**src/rtl/mcu_link_pkg.sv**
```systemverilog
// Shared types and constants for the MCU frame link: scheduler state encoding,
// frame flag bit positions and the frame header byte.
package mcu_link_pkg;

   typedef enum logic [2:0] {
      IDLE,
      COLLECT,
      PRESENT,
      XFER,
      GAP
   } state_t;

   localparam int FLG_QUAT = 0;
   localparam int FLG_GYRO = 1;
   localparam int FLG_TMO  = 2;

   localparam logic [7:0] HEADER_BYTE = 8'hAA;

endpackage

```
**src/rtl/mcu_frame_scheduler_sync_edge_det.sv**
```systemverilog
// Two-flop synchroniser for an asynchronous level, followed by one delay
// stage so single-cycle rise and fall pulses can be produced in the clk domain.
module sync_edge_det (
   input  logic clk,
   input  logic rst_n,
   input  logic async_i,
   output logic rise_o,
   output logic fall_o
);

   logic s1_q, s2_q, s3_q;

   always_ff @(posedge clk or negedge rst_n) begin
      if (!rst_n) begin
         s1_q <= 1'b0;
         s2_q <= 1'b0;
         s3_q <= 1'b0;
      end else begin
         s1_q <= async_i;
         s2_q <= s1_q;
         s3_q <= s2_q;
      end
   end

   assign rise_o = s2_q & ~s3_q;
   assign fall_o = ~s2_q & s3_q;

endmodule

```
**src/rtl/mcu_frame_scheduler.sv**
```systemverilog
// Merges quaternion/gyro samples into one frozen frame for the MCU SPI slave,
// runs the load handshake, abandons unacknowledged frames and rate-limits output.
module mcu_frame_scheduler
   import mcu_link_pkg::*;
#(
   parameter int MERGE_WINDOW = 3000,
   parameter int ACK_TIMEOUT  = 300000,
   parameter int MIN_GAP      = 30000
) (
   input  logic               clk,
   input  logic               rst_n,
   input  logic               quat_valid,
   input  logic signed [15:0] quat_w,
   input  logic signed [15:0] quat_x,
   input  logic signed [15:0] quat_y,
   input  logic signed [15:0] quat_z,
   input  logic               gyro_valid,
   input  logic signed [15:0] gyro_x,
   input  logic signed [15:0] gyro_y,
   input  logic signed [15:0] gyro_z,
   input  logic               load,
   output logic               frame_ready,
   output logic signed [15:0] f_quat_w,
   output logic signed [15:0] f_quat_x,
   output logic signed [15:0] f_quat_y,
   output logic signed [15:0] f_quat_z,
   output logic signed [15:0] f_gyro_x,
   output logic signed [15:0] f_gyro_y,
   output logic signed [15:0] f_gyro_z,
   output logic [7:0]         f_flags,
   output logic [7:0]         f_seq,
   output logic [15:0]        drop_cnt,
   output logic [7:0]         timeout_cnt
);

   localparam int CNT_MAX_A = (MERGE_WINDOW > MIN_GAP) ? MERGE_WINDOW : MIN_GAP;
   localparam int CNT_MAX   = (ACK_TIMEOUT > CNT_MAX_A) ? ACK_TIMEOUT : CNT_MAX_A;
   localparam int CNT_W     = $clog2(CNT_MAX + 1);

   typedef logic [CNT_W-1:0] cnt_t;

   localparam cnt_t MERGE_LAST = cnt_t'(MERGE_WINDOW - 1);
   localparam cnt_t ACK_LAST   = cnt_t'(ACK_TIMEOUT - 1);
   localparam cnt_t GAP_LAST   = cnt_t'(MIN_GAP - 1);

   function automatic logic [15:0] sat_add16(input logic [15:0] a, input logic [1:0] inc);
      logic [16:0] sum;
      sum = {1'b0, a} + {15'd0, inc};
      return sum[16] ? 16'hFFFF : sum[15:0];
   endfunction

   state_t state_q, state_d;
   cnt_t   cnt_q, cnt_d;
   logic   copy, tmo_hit, acked;
   logic   ack_rise, ack_fall;

   logic               pend_quat_q, pend_gyro_q;
   logic signed [15:0] st_qw_q, st_qx_q, st_qy_q, st_qz_q;
   logic signed [15:0] st_gx_q, st_gy_q, st_gz_q;
   logic signed [15:0] f_qw_q, f_qx_q, f_qy_q, f_qz_q;
   logic signed [15:0] f_gx_q, f_gy_q, f_gz_q;
   logic [1:0]         fresh_q;
   logic               tmo_flag_q;
   logic [7:0]         seq_q, tmo_cnt_q;
   logic [15:0]        drop_q;
   logic [1:0]         drop_inc;

   sync_edge_det u_load_sync (
      .clk    (clk),
      .rst_n  (rst_n),
      .async_i(load),
      .rise_o (ack_rise),
      .fall_o (ack_fall)
   );

   always_comb begin
      state_d = state_q;
      cnt_d   = cnt_q;
      copy    = 1'b0;
      tmo_hit = 1'b0;
      acked   = 1'b0;
      case (state_q)
         IDLE: begin
            if (pend_quat_q | pend_gyro_q) begin
               state_d = COLLECT;
               cnt_d   = '0;
            end
         end
         COLLECT: begin
            if ((pend_quat_q & pend_gyro_q) || cnt_q == MERGE_LAST) begin
               state_d = PRESENT;
               cnt_d   = '0;
               copy    = 1'b1;
            end else begin
               cnt_d = cnt_q + cnt_t'(1);
            end
         end
         PRESENT: begin
            // An ack arriving on the timeout cycle takes priority over abandoning the frame.
            if (ack_rise) begin
               state_d = XFER;
               acked   = 1'b1;
            end else if (cnt_q == ACK_LAST) begin
               state_d = GAP;
               cnt_d   = '0;
               tmo_hit = 1'b1;
            end else begin
               cnt_d = cnt_q + cnt_t'(1);
            end
         end
         XFER: begin
            if (ack_fall) begin
               state_d = GAP;
               cnt_d   = '0;
            end
         end
         GAP: begin
            if (cnt_q == GAP_LAST) begin
               state_d = IDLE;
               cnt_d   = '0;
            end else begin
               cnt_d = cnt_q + cnt_t'(1);
            end
         end
         default: state_d = IDLE;
      endcase
   end

   // A sample arriving in the copy cycle is not a drop: the pending one is being consumed.
   assign drop_inc = {1'b0, quat_valid & pend_quat_q & ~copy}
                   + {1'b0, gyro_valid & pend_gyro_q & ~copy};

   always_ff @(posedge clk or negedge rst_n) begin
      if (!rst_n) begin
         state_q     <= IDLE;
         cnt_q       <= '0;
         pend_quat_q <= 1'b0;
         pend_gyro_q <= 1'b0;
         st_qw_q     <= '0;
         st_qx_q     <= '0;
         st_qy_q     <= '0;
         st_qz_q     <= '0;
         st_gx_q     <= '0;
         st_gy_q     <= '0;
         st_gz_q     <= '0;
         f_qw_q      <= '0;
         f_qx_q      <= '0;
         f_qy_q      <= '0;
         f_qz_q      <= '0;
         f_gx_q      <= '0;
         f_gy_q      <= '0;
         f_gz_q      <= '0;
         fresh_q     <= '0;
         tmo_flag_q  <= 1'b0;
         seq_q       <= '0;
         tmo_cnt_q   <= '0;
         drop_q      <= '0;
      end else begin
         state_q <= state_d;
         cnt_q   <= cnt_d;
         drop_q  <= sat_add16(drop_q, drop_inc);

         if (quat_valid) begin
            st_qw_q     <= quat_w;
            st_qx_q     <= quat_x;
            st_qy_q     <= quat_y;
            st_qz_q     <= quat_z;
            pend_quat_q <= 1'b1;
         end else if (copy) begin
            pend_quat_q <= 1'b0;
         end

         if (gyro_valid) begin
            st_gx_q     <= gyro_x;
            st_gy_q     <= gyro_y;
            st_gz_q     <= gyro_z;
            pend_gyro_q <= 1'b1;
         end else if (copy) begin
            pend_gyro_q <= 1'b0;
         end

         if (copy) begin
            f_qw_q            <= st_qw_q;
            f_qx_q            <= st_qx_q;
            f_qy_q            <= st_qy_q;
            f_qz_q            <= st_qz_q;
            f_gx_q            <= st_gx_q;
            f_gy_q            <= st_gy_q;
            f_gz_q            <= st_gz_q;
            fresh_q[FLG_QUAT] <= pend_quat_q;
            fresh_q[FLG_GYRO] <= pend_gyro_q;
            seq_q             <= seq_q + 8'd1;
         end

         if (tmo_hit) begin
            tmo_flag_q <= 1'b1;
            if (tmo_cnt_q != 8'hFF) tmo_cnt_q <= tmo_cnt_q + 8'd1;
         end else if (acked) begin
            tmo_flag_q <= 1'b0;
         end
      end
   end

   always_comb begin
      f_flags           = '0;
      f_flags[FLG_QUAT] = fresh_q[FLG_QUAT];
      f_flags[FLG_GYRO] = fresh_q[FLG_GYRO];
      f_flags[FLG_TMO]  = tmo_flag_q;
   end

   assign frame_ready = (state_q == PRESENT);
   assign f_quat_w    = f_qw_q;
   assign f_quat_x    = f_qx_q;
   assign f_quat_y    = f_qy_q;
   assign f_quat_z    = f_qz_q;
   assign f_gyro_x    = f_gx_q;
   assign f_gyro_y    = f_gy_q;
   assign f_gyro_z    = f_gz_q;
   assign f_seq       = seq_q;
   assign drop_cnt    = drop_q;
   assign timeout_cnt = tmo_cnt_q;

endmodule
```
**config.mk**
```make
export PLATFORM = sky130hd
export DESIGN_NAME = mcu_frame_scheduler
export DESIGN_NICKNAME = d
export VERILOG_FILES = /design/src/rtl/mcu_link_pkg.sv /design/src/rtl/mcu_frame_scheduler_sync_edge_det.sv /design/src/rtl/mcu_frame_scheduler.sv
export SDC_FILE = /design/constraint.sdc
export NUM_CORES = 1
export LEC_CHECK = 0
export ABC_AREA = 0
export CORE_MARGIN = 2
export CORE_UTILIZATION = 45
export CTS_BUF_LIST = sky130_fd_sc_hd__clkbuf_4 sky130_fd_sc_hd__clkbuf_8
export DETAILED_ROUTE_END_ITERATION = 10
export PLACE_DENSITY = 0.79
export SYNTH_ARGS = -nofsm -noshare
export SYNTH_HDL_FRONTEND = slang
export SYNTH_SLANG_ARGS = --single-unit
```
**constraint.sdc**
```tcl
create_clock -name clk -period 6.3 [get_ports clk]
set_clock_uncertainty 0.1 [all_clocks]
set_input_delay 0.63 -clock clk [delete_from_list [all_inputs] [get_ports clk]]
set_output_delay 0.63 -clock clk [all_outputs]
set_load 0.03 [all_outputs]
```
=== Yosys cells after proc, flatten, opt, wreduce, memory -nomap -nowiden ===
Cells that the tools add are included.

* Register bits: 286
* Input bits: 117
* Logic and storage cells: 92

* Add/sub/neg operators: 5
* Equality and inequality tests: 14
* Multiplexer cells: 27
* Bitwise operators: 11
* Reductions and logical operators: 9

{| class="wikitable"
|+ Operators by type and width
! operator !! number
|-
| 19-bit 2-to-1 mux || 6
|-
| 19-bit case mux with 5 select lines || 1
|-
| 19-bit by 1-bit adder with 19-bit output, second input constant || 1
|-
| 19-bit by 12-bit equality test with 1-bit output, second input constant || 1
|-
| 19-bit by 15-bit equality test with 1-bit output, second input constant || 1
|-
| 19-bit equality test, second input constant || 1
|-
| 3-bit 2-to-1 mux || 6
|-
| 16-bit by 2-bit adder with 17-bit output || 1
|-
| 8-bit by 1-bit adder with 8-bit output, second input constant || 2
|-
| 16-bit 2-to-1 mux || 1
|-
| 3-bit case mux with 5 select lines || 1
|-
| 1-bit 2-to-1 mux || 12
|-
| 2-bit inequality test, second input constant || 5
|-
| 8-bit inequality test, second input constant || 1
|-
| 1-bit AND || 7
|-
| 3-bit by 2-bit equality test with 1-bit output, second input constant || 2
|-
| 2-bit nonzero test || 3
|-
| 5-bit AND reduction || 1
|-
| 5-bit nonzero test || 1
|-
| 4-bit AND reduction || 1
|-
| 3-bit by 1-bit equality test with 1-bit output, second input constant || 1
|-
| 3-bit equality test, second input constant || 1
|-
| 3-bit logical NOT || 1
|-
| 3-bit by 1-bit inequality test with 1-bit output, second input constant || 1
|-
| other kinds (5) || 7
|}

=== Logic depth before layout (Yosys ltp) ===
Gate-level depths: netlist (run 1).

* Depth in word-level cells: 9
* Mapped depth: 18

=== Hierarchy ===
A second synthesis (run 1) with hierarchy kept.

* Cell total of the unflattened synthesis: 796
* Area total of the unflattened synthesis: 11,626.2 µm²

{| class="wikitable"
|+ By module, submodules not included
! module !! times used !! cells each !! area each (µm²) !! seq. area each (µm²)
|-
| mcu_frame_scheduler || 1 || 791 || 11,536.1 || 7,081.8
|-
| sync_edge_det || 1 || 5 || 90.1 || 75.1
|}

=== Least setup slack after synthesis (run 1) ===
No wires, ideal clock.

* Kind: reg2reg
* From: register cnt_q[0]
* To: register drop_q[10] (netlist: drop_cnt[10])
* Setup time: 134 ps
* Data arrival time: 3,654 ps
* Required time: 6,066 ps
* Slack: 2,412 ps
* Cell stages (with the launch flop): 19
* Path buffers: 6
* Cell sequence: dfrtp_1 > ha_1 > nor4bb_1 > nand4b_1 > o2bb2a_4 > buf_6 > or2_1 > buf_2 > buf_8 > buf_6 > and3_1 > fa_1 > ha_1 > nand3_1 > or4_1 > clkbuf_1 > or3_1 > clkbuf_1 > nand2_1

* Longest elaborated chain between the ends: 9
* Elaborated cells on any way between the ends: 10

{| class="wikitable"
|+ Ends and longest elaborated chain
! item !! RTL line !! RTL
|-
| from (decl) || mcu_frame_scheduler.sv:53 || <nowiki>cnt_t cnt_q, cnt_d;</nowiki>
|-
| from (signal assigned) || mcu_frame_scheduler.sv:160 || <nowiki>cnt_q <= cnt_d;</nowiki>
|-
| 19-bit by 12-bit equality test with 1-bit output (*) || mcu_frame_scheduler.sv:90 || <nowiki>if ((pend_quat_q & pend_gyro_q) || cnt_q == MERGE_LAST) begin</nowiki>
|-
| 1-bit logical OR (*) || mcu_frame_scheduler.sv:90 ||
|-
| 1-bit 2-to-1 mux (*) || mcu_frame_scheduler.sv:90 ||
|-
| 1-bit 2-to-1 mux (*) || mcu_frame_scheduler.sv:82 || <nowiki>case (state_q)</nowiki>
|-
| 1-bit NOT (*) || mcu_frame_scheduler.sv:130, mcu_frame_scheduler.sv:131 ||
|-
| 1-bit AND (on tied branches) || mcu_frame_scheduler.sv:130, mcu_frame_scheduler.sv:131 ||
|-
| 1-bit by 1-bit adder with 2-bit output (*) || mcu_frame_scheduler.sv:131 || <nowiki>+ {1'b0, gyro_valid & pend_gyro_q & ~copy};</nowiki>
|-
| 16-bit by 2-bit adder with 17-bit output (*) || mcu_frame_scheduler.sv:48 || <nowiki>sum = {1'b0, a} + {15'd0, inc};</nowiki>
|-
| 16-bit 2-to-1 mux (*) || mcu_frame_scheduler.sv:49 || <nowiki>return sum[16] ? 16'hFFFF : sum[15:0];</nowiki>
|-
| to (signal assigned) || mcu_frame_scheduler.sv:161 || <nowiki>drop_q <= sat_add16(drop_q, drop_inc);</nowiki>
|-
| to (decl) || mcu_frame_scheduler.sv:65 || <nowiki>logic [15:0] drop_q;</nowiki>
|}

Every way passes the cells marked *; elsewhere a longest branch is shown, timed or not.
A chain may end at the register's enable or synchronous reset.

=== Final worst setup path (run 1) ===
* From: register cnt_q[0]
* To: register drop_q[13] (netlist: drop_cnt[13])

Same word-level chain as after synthesis.

==> results.tsv, run 1 <==
metric	value	unit
ctsLongestPathBuffers	3	
fp.dieW	166.3	um
num-nets-final	1194	
switching_share	34.90	%
clkPwrFrac	23.1	%
numPortBuffers	264	
grt_max_degree	172	
post_cts_buffers	0	
grt_pass1_vias	7617	
remaining_drc_errors	0	
path_max_fanout	33	
avgSynthCellArea	15.01	sq um
hold_viol_final	0	
overflow	0	
vdd_drop_max	0.0004122	V
tightest_slew	996.3	ps
crit_type	reg2reg	
ys_top_cells_by_area	dfrtp_1 (60%), mux2_2 (14%), mux2_4 (11%)	
cts_resized	0	
outcome	finished, final reports clean	
seqPwrFrac	34.7	%
rr_worst_depth	12	
dieArea	27660	sq um
syn-instance-count	790	
clk_latency	550	ps
power_leakage	6.981	nW
rows	59	
postRouteAntennaNets	0	
final_cell_mix	dfrtp_1 (286), clkdlybuf4s50_1 (261), mux2_2 (148)	
finalCriticalPeriod	3955	ps
clock.fmax	252.9	MHz
ios	270	
synth_edf_count	0	
firstDrtPassIters	5	
viasPerCell	5.055	
yosysSeqAreaShare	60.36	%
p_per_area	493.9	nW/um^2
fin_setup_tns	0	ps
antenna_found_initial	1	
drive_gt1_share	30.42	%
synthArstFlopShare	100.0	%
yosys.area.top_type_share	60.36	%
grt_usage	18.78	%
fillers	1993	
gp_congestion	0.8696	
holdBufCountCts	0	
synth-seq-cells	286	
end_kind	flop	
worstSetupStartpointType	flop	
min_path_type	in2async	
drt_iter0_markers	450	
setup_viol	0	
synthDistinctLibCells	53	
combPwrFrac	42.2	%
cap_violations	0	
rsz0062_at_grt	false	
post-route-period-util	62.77	%
relSlewSlack	33.58	%
root_buffer	clkbuf_8	
htree_levels	2	
synth_area_leader_cell	dfrtp_1	
multi_input_area	4373	sq um
seq_area	7157	sq um
area_growth	33.15	%
worstPathRequired	6670	ps
fin_area	15790	sq um
initial_core_util	45.63	%
num_vias	7319	
cts_buffers	48	
floorplan.die.height	166.3	um
final_common_cell	dfrtp_1	
wl_per_cell	18.01	um
clock_sinks	286	
cts.reportedPaths.clkPinSlew	60	ps
cts_tree	done	
grt_pass1_wl	42130	um
postPlaceCellArea	14690	sq um
intPower	0.005076	W
p_sw	0.002722	W
netlist_area	11860	sq um
arrival	4320	ps
ys.warnings.count	0	
routed_wl	26080	um
synthFlopType	dfrtp_1	
coreArea	25980	sq um
drv_slew	0	
dpl.hpwl	17620	um
[synthesized netlist by cell type (5+ instances only)]
| cell | count |
|---|---|
| dfrtp_1 | 286 |
| clkbuf_1 | 15 |
| buf_2 | 5 |
| nor3_1 | 9 |
| o21ai_0 | 8 |
| nand4_1 | 10 |
| or4_1 | 8 |
| nand3_1 | 20 |
| a21o_1 | 5 |
| o31ai_1 | 6 |
| xor2_1 | 20 |
| a21oi_1 | 12 |
| mux2_2 | 148 |
| buf_1 | 5 |
| inv_1 | 11 |
| nand2_1 | 35 |
| xnor2_1 | 13 |
| buf_8 | 9 |
| buf_4 | 6 |
| and3_1 | 6 |
| nor2_1 | 15 |
| mux2_4 | 84 |
[stage by stage]
stage	setup WS, ps	utilization, %	hold slack (ps)	power, W	cells
final	2345	60.75	20.45	0.007798	1448
after global routing	2120	60.73	76.25	0.008178	1446
after detailed placement	2335	56.51	236.4	0.006048	1357
after global placement	2446	56.51	236.6	0.005974	1357
after floorplan	2412	-	231.2	0.004858	794
after CTS	2334	60.73	52.72	0.007894	1446
[state kept, by name, summed over array words and instances, names as in the netlist, 2 cells and up]
name and cells:
st_qw_q 16, st_qx_q 16, f_gyro_y 16, cnt_q 19, st_gy_q 16, timeout_cnt 8, state_q 3, f_quat_z 16
f_quat_y 16, f_gyro_z 16, f_quat_x 16, f_quat_w 16, f_gyro_x 16, fresh_q 2, f_seq 8, drop_cnt 16
st_qy_q 16, st_gz_q 16, st_qz_q 16, st_gx_q 16
[worst paths after layout]
| path | from | endpoint | slack (ps) |
|---|---|---|---|
| max reg2reg | cnt_q[0]$_DFFE_PN0P_ | drop_cnt[13]$_DFF_PN0_ | 2350 |
| min in group clk | u_load_sync.s1_q$_DFF_PN0_ | u_load_sync.s2_q$_DFF_PN0_ | 250 |
| max | cnt_q[0]$_DFFE_PN0P_ | drop_cnt[13]$_DFF_PN0_ | 2350 |
| min | rst_n | st_qz_q[12]$_DFFE_PN0P_ | 20 |
| max in group asynchronous | rst_n | cnt_q[9]$_DFFE_PN0P_ | 4610 |
| min reg2reg | u_load_sync.s1_q$_DFF_PN0_ | u_load_sync.s2_q$_DFF_PN0_ | 250 |
[per-layer routing]
metal  GRT usage (%)  vias up  routed length (um)
met4           6.447        0                 731
met3           4.814       53                1615
li1                -     3376                   -
met5               0        -                   0
met2           30.09      243               12380
met1           25.06     3647               11350
[critical path, cell delays in order (launching register included)]
cell      delay [ps]
dfrtp_1          410
ha_1             280
nor4bb_1         170
nand4b_1         160
o2bb2a_4         180
or2_4            460
and3_1           260
fa_1             230
ha_1             270
nand3_1           90
or4_1            500
or3_1            610
nand2_1          140
[power by group through the flow]
stage | sequential, W | combinational, W | clock, W
floorplan | 0.00349 | 0.00137 | 0
global placement | 0.00271 | 0.00327 | 0
detailed placement | 0.00273 | 0.00331 | 0
CTS | 0.00271 | 0.00332 | 0.00186
global route | 0.00278 | 0.00345 | 0.00195
finish | 0.00271 | 0.00329 | 0.00180
[area by class of cell]
type / count / area share (%)
antenna: 2 / 0.03170
multi-input combinational: 455 / 27.70
clock buffer: 81 / 6.507
clock inverter: 8 / 0.4359
tap: 335 / 2.655
sequential: 286 / 45.34
inverter: 11 / 0.2616
timing repair buffer: 270 / 17.07
[kinds of logic (layout without fill, tap and decap cells)]
group                      Yosys count  count (layout)  share of synthesized area [%]
DFF                                286             286                          60.36
xor gates and xnor gates            33              33                          2.438
muxes                              232             232                          24.69
AOI/OAI and AO/OA                   45              45                          2.596
and+or+nand+nor                    134             134                          6.300
buffers and inverters               53             370                          2.902
other                                1               7                        0.03163
adders and majority gates            6               6                         0.6754
(Power assumes the default switching activity.)
==> run 2, diff against run 1 <==
Settings changed: PLACE_DENSITY 0.79 to 0.82.
Clock period 6.3 ns to 3.3 ns, I/O delays scaled along.
==> results.tsv, run 2 (synthesis results as in run 1) <==
metric	value	unit
initial_core_util	45.63	%
clk_latency	550	ps
fin_area	15910	sq um
end_kind	flop	
firstDrtPassIters	5	
clkPwrFrac	22.0	%
root_buffer	clkbuf_8	
antenna_found_initial	2	
p_per_area	930.8	nW/um^2
remaining_drc_errors	0	
drv_slew	0	
grt_max_degree	93	
cpPeakStageDelay	460	ps
p_sw	0.005223	W
numPortBuffers	264	
power_leakage	7.007	nW
arrival	3500	ps
met2_usage	32.06	%
wl_per_cell	18.59	um
grt_pass1_vias	7989	
worstPathRequired	3660	ps
fillers	1924	
rsz0062_at_grt	false	
utilization	61.22	%
combPwrFrac	43.2	%
largest_reg_flops	19	
finalCriticalPeriod	3141	ps
vdd_drop_max	0.0007392	V
area_growth	34.17	%
gp_congestion	0.8519	
viasPerCell	5.141	
clock.fmax	318.3	MHz
grt_usage	19.62	%
num-nets-final	1207	
crit_slowest_cell	or4_4	
outcome	finished, final reports clean	
overflow	0	
grtUsageMet3	6.030	%
ios	270	
clock_sinks	286	
grt_most_used_layer	met2	
seq_area	7157	sq um
htree_levels	2	
floorplan.die.height	166.3	um
crit_type	reg2reg	
switching_share	35.27	%
cp_cell_sequence	ha_4, nor4bb_2, nand4b_1, o2bb2a_4, or2_4, and3_4, fa_2, ha_4, nand3_2, or4_4, or3_4, nand2b_1	
hold_viol_final	0	
final_common_cell	dfrtp_1	
cts.reportedPaths.clkPinSlew	60	ps
postPlaceCellArea	14840	sq um
dpl.hpwl	18320	um
ctsLongestPathBuffers	3	
worstSetupStartpointType	flop	
num_vias	7501	
crit_top_cell	ha_4	
cap_violations	0	
drt_iter0_markers	425	
post-route-period-util	95.19	%
top_register	cnt_q	
drive_gt1_share	31.97	%
intPower	0.009584	W
relSlewSlack	28.87	%
rows	59	
grt_use_met1	25.44	%
dieArea	27660	sq um
routed_wl	27120	um
seqPwrFrac	34.8	%
cts_buffers	48	
tightest_slew	1067	ps
final_cell_mix	dfrtp_1 (286), clkdlybuf4s50_1 (261), mux2_2 (148)	
coreArea	25980	sq um
fp.dieW	166.3	um
grt_pass1_wl	43820	um
path_max_fanout	13	
setup_viol	0	
min_path_type	in2reg	
cts_tree	done	
multi_input_area	4438	sq um
postRouteAntennaNets	0	
[run 2: cell types whose count changed in the layout (fill, tap and decap cells not counted), sizes merged]
| cell | delta |
|---|---|
| buf | +12 |
| bufinv | -1 |
| clkbuf | -1 |
| clkinv | -3 |
| dlygate4sd3 | +1 |
| clkinvlp | +4 |
| diode | -1 |
[run 2: layout make-up]
| type | instances | area share, % |
|---|---|---|
| sequential | 286 | 44.99 |
| multi-input combinational | 455 | 27.90 |
| timing repair buffer | 283 | 17.73 |
| clock buffer | 80 | 6.135 |
| tap | 335 | 2.635 |
| clock inverter | 8 | 0.3382 |
| inverter | 11 | 0.2596 |
| antenna | 1 | 0.01573 |
[run 2: power groups by stage]
stage	Combinational, W	Clock (W)	Sequential [W]
CTS	0.00645	0.00335	0.00516
finish	0.00640	0.00326	0.00515
detailed placement	0.00643	0	0.00520
global route	0.00670	0.00353	0.00528
global placement	0.00633	0	0.00515
floorplan	0.00267	0	0.00666
[run 2: worst paths after layout]
| check | from | endpoint | slack [ps] | depth (start not counted) |
|---|---|---|---|---|
| min in group asynchronous | rst_n | f_quat_y[14]$_DFFE_PN0P_ | 310 | 2 |
| max in group asynchronous | rst_n | f_gyro_x[14]$_DFFE_PN0P_ | 1940 | 3 |
| worst max register to register | cnt_q[1]$_DFFE_PN0P_ | drop_cnt[1]$_DFF_PN0_ | 160 | 12 |
| worst min-delay path | load | u_load_sync.s1_q$_DFF_PN0_ | 110 | 1 |
| worst max-delay path | cnt_q[1]$_DFFE_PN0P_ | drop_cnt[1]$_DFF_PN0_ | 160 | 12 |
| worst min register to register | u_load_sync.s1_q$_DFF_PN0_ | u_load_sync.s2_q$_DFF_PN0_ | 250 | 0 |
[run 2: per-layer routing]
metal  vias to the layer above  share of wire [%]  wire length, um
li1                       3392                  -                -
met1                      3814                 42            11440
met2                       244                 48            13080
met3                        49                7.4             2017
met4                         2                2.1              563
met5                         -              0.048               13
[run 2: repair_timing]
item,4_1_cts,5_1_grt
resized for setup,0,4
hold endpoints to repair,87,0
hold buffers,1,0
buffers inserted,0,1
setup endpoints to repair,0,16
[run 2: critical path: cells and delay by family, from the launching register on]
kind	cells	cell delay [ps]
and+or+nand+nor	8	1710
AOI/OAI and AO/OA	1	200
DFF	1	430
adders and majority gates	3	600
[run 2: per-stage QoR]
step	hold WS, ps	instances	TNS [ps]	setup slack, ps	power, W
3_3_place_gp	237.0	1368	0	136.8	0.01148
6_report	113.3	1459	0	158.7	0.01481
4_1_cts	77.55	1457	0	63.75	0.01496
2_1_floorplan	-65.59	794	-2084	-164.7	0.009331
5_1_grt	84.55	1459	0	19.71	0.01551
3_5_place_dp	241.3	1368	0	93.79	0.01163
==> run 3, diff against run 2 <==
Settings changed: CORE_UTILIZATION 45 to 40, PLACE_DENSITY 0.82 to 0.75.
==> results.tsv, run 3 (synthesis results as in run 1) <==
metric	value	unit
ff2ff_setup_slack	210	ps
setup_viol	0	
crit_slowest_cell	or4_4	
cpPeakStageDelay	460	ps
rsz0062_at_grt	false	
critPathBufInv	0	
crit_type	reg2reg	
cap_violations	0	
ctsLongestPathBuffers	3	
viasPerCell	4.941	
drt_iter0_markers	411	
setup_ws	213.7	ps
firstDrtPassIters	4	
clk_latency	550	ps
rows	63	
num-nets-final	1210	
final_cell_mix	dfrtp_1 (286), clkdlybuf4s50_1 (261), mux2_2 (148)	
power_leakage	6.988	nW
grt_usage	17.33	%
root_buffer	clkbuf_8	
dp_slack	129.9	ps
antenna_found_initial	2	
fp.dieW	176.2	um
path_max_fanout	13	
grt_max_degree	92	
area_growth	34.18	%
r2r-start	cnt_q[0]$_DFFE_PN0P_	
fin_hold_ws	129.0	ps
critical_path.top_delay_family	simple AND/OR/NAND/NOR gates	
remaining_drc_errors	0	
drv_slew	0	
r2r-end	drop_cnt[3]$_DFF_PN0_	
hold_viol_final	0	
end_kind	flop	
worstHoldEndpoint	u_load_sync.s1_q$_DFF_PN0_	
clock.fmax	324.0	MHz
numPortBuffers	264	
post-route-period-util	93.52	%
dp.cells	1427	
wl_per_cell	17.77	um
vdd_drop_max	0.0005396	V
cts_tree	done	
postRouteAntennaNets	0	
floorplan.die.height	176.2	um
clock_sinks	286	
grt_pass1_wl	43030	um
hold-path-cell-count	1	
grt_pass1_vias	8010	
htree_levels	2	
drive_gt1_share	31.57	%
switching_share	35.24	%
overflow	0	
top_register	cnt_q	
finalCriticalPeriod	3086	ps
dieArea	31030	sq um
post_cts_buffers	0	
p_sw	0.005174	W
seqPwrFrac	35.0	%
dpl.hpwl	18160	um
min_path_type	in2reg	
ios	270	
tightest_slew	954.5	ps
relSlewSlack	36.37	%
worstHoldStart	load	
utilization	54.11	%
cp_cell_sequence	ha_4, nor4bb_2, nand4b_1, o2bb2a_4, or2_4, and3_4, fa_2, ha_4, nand3_2, or4_4, or3_4, nand2_1	
initial_core_util	40.33	%
coreArea	29400	sq um
worstSetupStartpointType	flop	
p_per_area	922.9	nW/um^2
cts.reportedPaths.clkPinSlew	50	ps
num_vias	7456	
arrival	3460	ps
final_common_cell	dfrtp_1	
fin_cells	1509	
worstPathRequired	3670	ps
routed_wl	26820	um
crit_top_cell	ha_4	
gp_congestion	0.8825	
combPwrFrac	43.7	%
cts_buffers	48	
clkPwrFrac	21.4	%
outcome	finished, final reports clean	
intPower	0.009509	W
largest_reg_flops	19	
rr_worst_depth	12	
run 3: cell type report:
type / instances / area, sq um
fillers: 2415 / 13490
flip-flops and latches: 286 / 7157
multi-input cells: 455 / 4432
repair buffers: 286 / 2830
clock buffers: 73 / 892.1
well taps: 390 / 488.0
clock inverters: 7 / 66.31
inverters: 11 / 41.29
diodes: 1 / 2.502
run 3: layer usage:
layer | GRT usage, % | wire length (um) | vias up
met4 | 5.751 | 639 | 2
met2 | 28.38 | 12770 | 251
met3 | 5.233 | 2248 | 52
met5 | 0 | 10 | -
li1 | - | - | 3397
met1 | 21.99 | 11150 | 3754
run 3: through the flow:
stage	setup TNS (ps)	cell area [sq um]	power [W]
floorplan	-2084	11940	0.009331
global placement	0	14920	0.01150
detailed placement	0	14920	0.01164
CTS	0	15890	0.01486
global route	0	15910	0.01541
finish	0	15910	0.01468
run 3: power groups by stage:
stage / registers [W] / clock network [W] / logic (W)
after floorplan: 0.00666 / 0 / 0.00267
after global placement: 0.00514 / 0 / 0.00636
after detailed placement: 0.00517 / 0 / 0.00647
after CTS: 0.00514 / 0.00325 / 0.00648
after global routing: 0.00526 / 0.00340 / 0.00674
final: 0.00513 / 0.00314 / 0.00641
run 3: worst max-delay path by stage:
| stage | cells past startpoint | startpoint | slack, ps | end |
|---|---|---|---|---|
| 2_1_floorplan | 16 | cnt_q[15]$_DFFE_PN0P_ | -160 | drop_cnt[9]$_DFF_PN0_ |
| 3_3_place_gp | 12 | cnt_q[0]$_DFFE_PN0P_ | 170 | drop_cnt[12]$_DFF_PN0_ |
| 3_5_place_dp | 12 | cnt_q[1]$_DFFE_PN0P_ | 130 | drop_cnt[12]$_DFF_PN0_ |
| 4_1_cts | 12 | cnt_q[0]$_DFFE_PN0P_ | 110 | drop_cnt[12]$_DFF_PN0_ |
| 5_1_grt | 12 | cnt_q[0]$_DFFE_PN0P_ | 60 | drop_cnt[0]$_DFF_PN0_ |
| 6_report | 12 | cnt_q[0]$_DFFE_PN0P_ | 210 | drop_cnt[3]$_DFF_PN0_ |
run 3: worst register-to-register path, delay by kind of cell, from the launching register on:
kind / cells / cell delay (ps)
simple gates: 8 / 1700
fa+ha+maj: 3 / 600
flops: 1 / 430
compound gates: 1 / 190
run 3: what timing repair did:
action,4_1_cts,5_1_grt
hold endpoints to repair,86,0
hold buffers,1,0
endpoints found under the setup margin,0,15
resized for setup,0,3
